===== src/rtl/ctrig_pkg.sv =====
// Shared types and default widths for the trigger sequencer.
package ctrig_pkg;

   localparam int unsigned CTRIG_CNT_W   = 16;
   localparam int unsigned CTRIG_BURST_W = 8;

   typedef enum logic [2:0] {
      IDLE,
      DELAY,
      ACTIVE,
      GAP,
      FINISH
   } ctrig_state_t;

endpackage


===== src/rtl/trigger_sequencer_if.sv =====
// Host-side command/config/status bundle of the trigger sequencer.
interface trigger_sequencer_if #(
   parameter int unsigned CNT_W   = 16,
   parameter int unsigned BURST_W = 8
);
   logic               start;
   logic               abort;
   logic [CNT_W-1:0]   cfg_delay;
   logic [CNT_W-1:0]   cfg_width;
   logic [CNT_W-1:0]   cfg_gap;
   logic [BURST_W-1:0] cfg_count;
   logic               trigger;
   logic               busy;
   logic               done;
   logic [BURST_W-1:0] burst_idx;

   modport master (
      output start, abort, cfg_delay, cfg_width, cfg_gap, cfg_count,
      input  trigger, busy, done, burst_idx
   );

   modport slave (
      input  start, abort, cfg_delay, cfg_width, cfg_gap, cfg_count,
      output trigger, busy, done, burst_idx
   );
endinterface


===== src/rtl/ctrig_down_counter.sv =====
// Loadable down-counter that parks at zero; shared by the delay, width and gap phases.
module ctrig_down_counter #(
   parameter int unsigned W = 16
) (
   input  logic         clk,
   input  logic         rst,
   input  logic         load,
   input  logic [W-1:0] load_val,
   input  logic         en,
   output logic [W-1:0] count,
   output logic         zero
);

   assign zero = (count == '0);

   always_ff @(posedge clk or posedge rst) begin
      if (rst) begin
         count <= '0;
      end else if (load) begin
         count <= load_val;
      end else if (en && !zero) begin
         count <= count - W'(1);
      end
   end

endmodule


===== src/rtl/trigger_sequencer.sv =====
// Programmable delay/width/gap trigger burst generator in the fastclk domain.
module trigger_sequencer
   import ctrig_pkg::*;
#(
   parameter int unsigned CNT_W   = CTRIG_CNT_W,
   parameter int unsigned BURST_W = CTRIG_BURST_W
) (
   input logic                fastclk,
   input logic                reset,
   trigger_sequencer_if.slave bus
);

   ctrig_state_t       state, state_nxt;
   logic               accept;
   logic               idx_inc;
   logic               cnt_load;
   logic [CNT_W-1:0]   cnt_val;
   logic               cnt_en;
   logic               cnt_zero;
   logic [CNT_W-1:0]   w_m1_in, g_m1_in;
   logic [CNT_W-1:0]   w_m1_sh, g_m1_sh;
   logic [BURST_W-1:0] last_idx_sh;
   logic [BURST_W-1:0] idx_q;
   logic               trig_q, busy_q, done_q;

   // Zero width/gap behave as one cycle, so reload values saturate at 0.
   assign w_m1_in = (bus.cfg_width == '0) ? '0 : bus.cfg_width - CNT_W'(1);
   assign g_m1_in = (bus.cfg_gap   == '0) ? '0 : bus.cfg_gap   - CNT_W'(1);
   assign cnt_en  = (state == DELAY) || (state == ACTIVE) || (state == GAP);

   ctrig_down_counter #(.W(CNT_W)) u_cnt (
      .clk      (fastclk),
      .rst      (reset),
      .load     (cnt_load),
      .load_val (cnt_val),
      .en       (cnt_en),
      .count    (),
      .zero     (cnt_zero)
   );

   always_ff @(posedge fastclk or posedge reset) begin
      if (reset) begin
         state <= IDLE;
      end else begin
         state <= state_nxt;
      end
   end

   always_comb begin
      state_nxt = state;
      accept    = 1'b0;
      idx_inc   = 1'b0;
      cnt_load  = 1'b0;
      cnt_val   = '0;
      unique case (state)
         IDLE: begin
            if (bus.start && !bus.abort) begin
               accept = 1'b1;
               if (bus.cfg_count == '0) begin
                  state_nxt = FINISH;
               end else if (bus.cfg_delay != '0) begin
                  state_nxt = DELAY;
                  cnt_load  = 1'b1;
                  cnt_val   = bus.cfg_delay - CNT_W'(1);
               end else begin
                  state_nxt = ACTIVE;
                  cnt_load  = 1'b1;
                  cnt_val   = w_m1_in;
               end
            end
         end
         DELAY: begin
            if (cnt_zero) begin
               state_nxt = ACTIVE;
               cnt_load  = 1'b1;
               cnt_val   = w_m1_sh;
            end
         end
         ACTIVE: begin
            if (cnt_zero) begin
               if (idx_q == last_idx_sh) begin
                  state_nxt = FINISH;
               end else begin
                  state_nxt = GAP;
                  cnt_load  = 1'b1;
                  cnt_val   = g_m1_sh;
               end
            end
         end
         GAP: begin
            if (cnt_zero) begin
               state_nxt = ACTIVE;
               cnt_load  = 1'b1;
               cnt_val   = w_m1_sh;
               idx_inc   = 1'b1;
            end
         end
         FINISH:  state_nxt = IDLE;
         default: state_nxt = IDLE;
      endcase
      if (bus.abort && state != IDLE) begin
         state_nxt = IDLE;
         cnt_load  = 1'b0;
         idx_inc   = 1'b0;
      end
   end

   always_ff @(posedge fastclk or posedge reset) begin
      if (reset) begin
         w_m1_sh     <= '0;
         g_m1_sh     <= '0;
         last_idx_sh <= '0;
      end else if (accept) begin
         w_m1_sh     <= w_m1_in;
         g_m1_sh     <= g_m1_in;
         last_idx_sh <= bus.cfg_count - BURST_W'(1);
      end
   end

   always_ff @(posedge fastclk or posedge reset) begin
      if (reset) begin
         idx_q <= '0;
      end else if (accept) begin
         idx_q <= '0;
      end else if (idx_inc) begin
         idx_q <= idx_q + BURST_W'(1);
      end
   end

   // Trigger/done follow the state one edge later; busy rises on the accepting edge.
   always_ff @(posedge fastclk or posedge reset) begin
      if (reset) begin
         trig_q <= 1'b0;
         busy_q <= 1'b0;
         done_q <= 1'b0;
      end else begin
         trig_q <= (state == ACTIVE) && !bus.abort;
         done_q <= (state == FINISH) && !bus.abort;
         busy_q <= accept || (cnt_en && !bus.abort);
      end
   end

   assign bus.trigger   = trig_q;
   assign bus.busy      = busy_q;
   assign bus.done      = done_q;
   assign bus.burst_idx = idx_q;

endmodule


===== src/flat_wrapper.sv =====
// flat-port wrapper written by rule: the top's interface ports become plain ports
module trigger_sequencer_flat import ctrig_pkg::*;
#(
   parameter int unsigned CNT_W   = CTRIG_CNT_W,
   parameter int unsigned BURST_W = CTRIG_BURST_W
)
  (fastclk, reset, bus_start, bus_abort, bus_cfg_delay, bus_cfg_width, bus_cfg_gap, bus_cfg_count, bus_trigger, bus_busy, bus_done, bus_burst_idx);
  trigger_sequencer_if #(.CNT_W(CNT_W), .BURST_W(BURST_W)) bus_i ();
  input logic fastclk;
  input logic reset;
  input wire logic [$bits(bus_i.start)-1:0] bus_start;
  input wire logic [$bits(bus_i.abort)-1:0] bus_abort;
  input wire logic [$bits(bus_i.cfg_delay)-1:0] bus_cfg_delay;
  input wire logic [$bits(bus_i.cfg_width)-1:0] bus_cfg_width;
  input wire logic [$bits(bus_i.cfg_gap)-1:0] bus_cfg_gap;
  input wire logic [$bits(bus_i.cfg_count)-1:0] bus_cfg_count;
  output wire logic [$bits(bus_i.trigger)-1:0] bus_trigger;
  output wire logic [$bits(bus_i.busy)-1:0] bus_busy;
  output wire logic [$bits(bus_i.done)-1:0] bus_done;
  output wire logic [$bits(bus_i.burst_idx)-1:0] bus_burst_idx;
  assign bus_i.start = bus_start;
  assign bus_i.abort = bus_abort;
  assign bus_i.cfg_delay = bus_cfg_delay;
  assign bus_i.cfg_width = bus_cfg_width;
  assign bus_i.cfg_gap = bus_cfg_gap;
  assign bus_i.cfg_count = bus_cfg_count;
  assign bus_trigger = bus_i.trigger;
  assign bus_busy = bus_i.busy;
  assign bus_done = bus_i.done;
  assign bus_burst_idx = bus_i.burst_idx;
  trigger_sequencer #(.CNT_W(CNT_W), .BURST_W(BURST_W)) u_core (.fastclk(fastclk), .reset(reset), .bus(bus_i));
endmodule

===== config.mk =====
export PLATFORM = sky130hd
export DESIGN_NAME = trigger_sequencer_flat
export DESIGN_NICKNAME = d
export VERILOG_FILES = /design/src/rtl/ctrig_pkg.sv /design/src/rtl/trigger_sequencer_if.sv /design/src/rtl/ctrig_down_counter.sv /design/src/rtl/trigger_sequencer.sv /design/src/flat_wrapper.sv
export SDC_FILE = /design/constraint.sdc
export NUM_CORES = 1
export LEC_CHECK = 0
export ABC_AREA = 1
export CAP_MARGIN = 30
export CORE_ASPECT_RATIO = 0.6
export CORE_MARGIN = 5
export CORE_UTILIZATION = 53
export CTS_CLUSTER_SIZE = 25
export DETAILED_ROUTE_END_ITERATION = 8
export PLACE_DENSITY = 0.81
export SLEW_MARGIN = 15
export SYNTH_ARGS = -nofsm -noshare
export SYNTH_HDL_FRONTEND = slang
export SYNTH_SLANG_ARGS = --single-unit

===== constraint.sdc =====
create_clock -name fastclk -period 3.21 [get_ports fastclk]
set_input_delay 0.8025 -clock fastclk [delete_from_list [all_inputs] [get_ports fastclk]]
set_output_delay 0.8025 -clock fastclk [all_outputs]
set_load 0.01 [all_outputs]

==> metrics.cfg <==
[clocking]
hold_buffers = 0
cts.sinks = 70
numCtsBuffers = 9
insertion_delay_ps = 340
clk_pin_slew_ps = 60
cts_root_buffer = clkbuf_16
h-tree-depth = 3
tritoncts = yes
clockBufferDepth = 2
cts_resized = 0
post_cts_buffers = 0

[logic_synthesis]
synth_fp_nets = 869
seq_area_frac_synth_pct = 33.22
synthArstFlopShare_pct = 100.0
syn_area_per_cell_um2 = 6.574
synth_compound_area_share_pct = 9.160
syn-cell-area_um2 = 5273
synth_top_family_by_area = simple AND/OR/NAND/NOR gates
ys_ff_latch = 70
yosysUniqueCellTypes = 43
yosys.area_share.simple_pct = 40.46
yosysMostFrequentCell = nand2_1
synth_edf_count = 0
postSynthCellCount = 802
synth_common_cells = nand2_1, nor2_1, nand3_1
synth.area.top_cells = dfrtp_1, nand2_1, nor2_1
synth_warnings = 0
synth.largest_area_cell = dfrtp_1
synth_flop_cell = dfrtp_1
synth_fa_ha_area_share_pct = 1.661
synth.area.mux_share_pct = 0
synth_top_area_share_pct = 33.22
synth_xor_area_share_pct = 7.475

[placement]
gp_congestion = 0.9054
place_area_um2 = 6135
hpwl_um = 12060
port_buffers = 70

[critical_path]
crit_type = in -> reg
arrival_ps = 2940
path_cells = clkdlybuf4s50_1, inv_1, ha_1, nand3_1, nor2_4, nand3_1, nor2_2, buf_4, nand2_1, nand2_1, nor2_1, nor2_1, nand2_1, nand2_1, o21ai_1
cp_max_fo = 13
worstSetupEndpointType = flop
cp_slowest_cell = clkdlybuf4s50_1
max_stage_delay_ps = 400
startpoint_type = input port
crit_top_cell = nand2_1
cp.required_ps = 3440

[timing]
fin_crit_ps = 2715
period_share_pct = 84.58
finalSetupViolCount = 0
fmax_ghz = 0.3683
whs_ps = 489.0
fin_setup_tns_ps = 0
tightest_slew_ps = 706.5
rsz0062_at_grt = no
fin_skew_ps = 6.623
hold_violations = 0
slew_headroom_pct = 52.89
maxSlewViolCount = 0

[job]
max_cap_viol_count = 0

[route]
firstDrtPassIters = 6
ant_nets = 0
wl_per_cell_um = 15.22
vias_per_cell = 5.401
vias = 5482
drt-initial-drc-count = 714
route.detailed.drc = 0
drt-total-wl_um = 15450

[final_layout]
final_nets = 942
postLayoutCoreUtil_pct = 65.86
areaGrowthSynthToFinish_pct = 22.09
fillers = 841
drive_gt1_share_pct = 6.818
finish.instance_area_um2 = 6437
antenna_cells = 0

[pwr]
seqPwrFrac_pct = 36.5
peakVddDrop_uv = 327.5
swShare_pct = 41.05
pwr_density_cell_nw_per_um2 = 685.0
leakagePower_nw = 2.993
clkPwrFrac_pct = 23.0
combPwrFrac_pct = 40.5
netSwitchingPower_mw = 1.810
p_int_mw = 2.599

[die]
ios = 71
dieArea_um2 = 12110
initial_utilization_pct = 53.94
die_w_um = 138.8
core_um2 = 9774
num_rows = 28
fp.dieH_um = 87.26

[global_route]
grt_pass1_wl_um = 25470
antenna_found_initial = 0
grt_pass1_vias = 5021
grt_max_degree = 71
grtUsageTotal_pct = 26.35
overflow = 0

[worst_hold_path]
hold_class = reg -> reg

[run_status]
status = finished clean

[metrics by stage]
stage / power (mW) / cells / worst slack, ps
after global routing: 4.750 / 1015 / 302.5
after global placement: 3.282 / 999 / 213.7
final: 4.409 / 1015 / 494.9
after floorplan: 2.786 / 802 / 639.3
after detailed placement: 3.356 / 999 / 165.0
after CTS: 4.390 / 1015 / 524.0
[worst max-delay path: cells and delay by family]
family | cells | cell delay, ps
and+or+nand+nor | 10 | 1190
buffers and inverters | 3 | 690
adders and majority gates | 1 | 200
AOI/OAI and AO/OA | 1 | 60
[area by class of cell]
class | count | area, µm² | area share (%)
Clock inverter | 3 | 42.54 | 0.6608
Timing Repair Buffer | 80 | 788.3 | 12.24
Tap cell | 135 | 168.9 | 2.624
Sequential cell | 70 | 1752 | 27.21
Multi-Input combinational cell | 628 | 3098 | 48.12
Inverter | 86 | 327.8 | 5.092
Clock buffer | 13 | 260.3 | 4.043
[flip-flops by register name, indices dropped and copies added (netlist names)]
register and cells:
u_core.bus.done 1, u_core.state 3, u_core.bus.trigger 1, u_core.bus.busy 1, u_core.u_cnt.count 16, u_core.w_m1_sh 16, u_core.g_m1_sh 16, u_core.last_idx_sh 8
u_core.bus.burst_idx 8
[cell families (layout without fill, tap and decap cells)]
family,count (synthesis),in the layout
xor gates and xnor gates,45,45
DFF,70,70
buffers and inverters,104,182
adders and majority gates,7,7
and+or+nand+nor,489,489
AOI/OAI and AO/OA,87,87
[layout by cell type (no fill, tap or decap), drive strengths merged, types with 2 or more instances in the layout]
cell type / instances
o31ai: 3
or2: 3
o21bai: 3
nand4: 13
o21ai: 68
nor4: 3
dfrtp: 70
ha: 7
clkbuf: 13
nor2: 117
xnor2: 20
a21oi: 4
nand3: 83
clkdlybuf4s50: 70
nand2: 255
clkinv: 2
nor3: 12
inv: 85
o2111ai: 2
o21a: 2
xor2: 25
buf: 10
[path summary, 6_finish.rpt]
path | depth (start not counted) | startpoint | slack [ps] | endpoint
setup / recovery | 15 | bus_cfg_delay[0] | 490 | u_core.u_cnt.count[5]
hold / removal | 2 | u_core.w_m1_sh[7] | 490 | u_core.w_m1_sh[7]
setup reg to reg | 11 | u_core.u_cnt.count[0] | 920 | u_core.u_cnt.count[9]
hold reg to reg | 2 | u_core.w_m1_sh[7] | 490 | u_core.w_m1_sh[7]
max in group asynchronous | 3 | reset | 2040 | u_core.w_m1_sh[12]
min in group asynchronous | 3 | reset | 870 | u_core.u_cnt.count[13]
[power groups by stage]
stage               clock, mW  combinational, mW  sequential [mW]
global route             1.06               2.04             1.65
floorplan                   0               1.26             1.52
detailed placement          0               1.75             1.60
CTS                      1.02               1.77             1.59
finish                   1.01               1.79             1.61
global placement            0               1.70             1.58
[per-layer routing]
| layer | vias to the layer above | wire [µm] | global-route usage [%] |
|---|---|---|---|
| met1 | 2529 | 7518 | 40.16 |
| met2 | 221 | 6399 | 37.96 |
| met3 | 15 | 1385 | 6.747 |
| li1 | 2717 | - | - |
| met5 | - | 0 | 0 |
| met4 | 0 | 142 | 4.973 |
No activity file was read; power rests on OpenSTA's default activity.
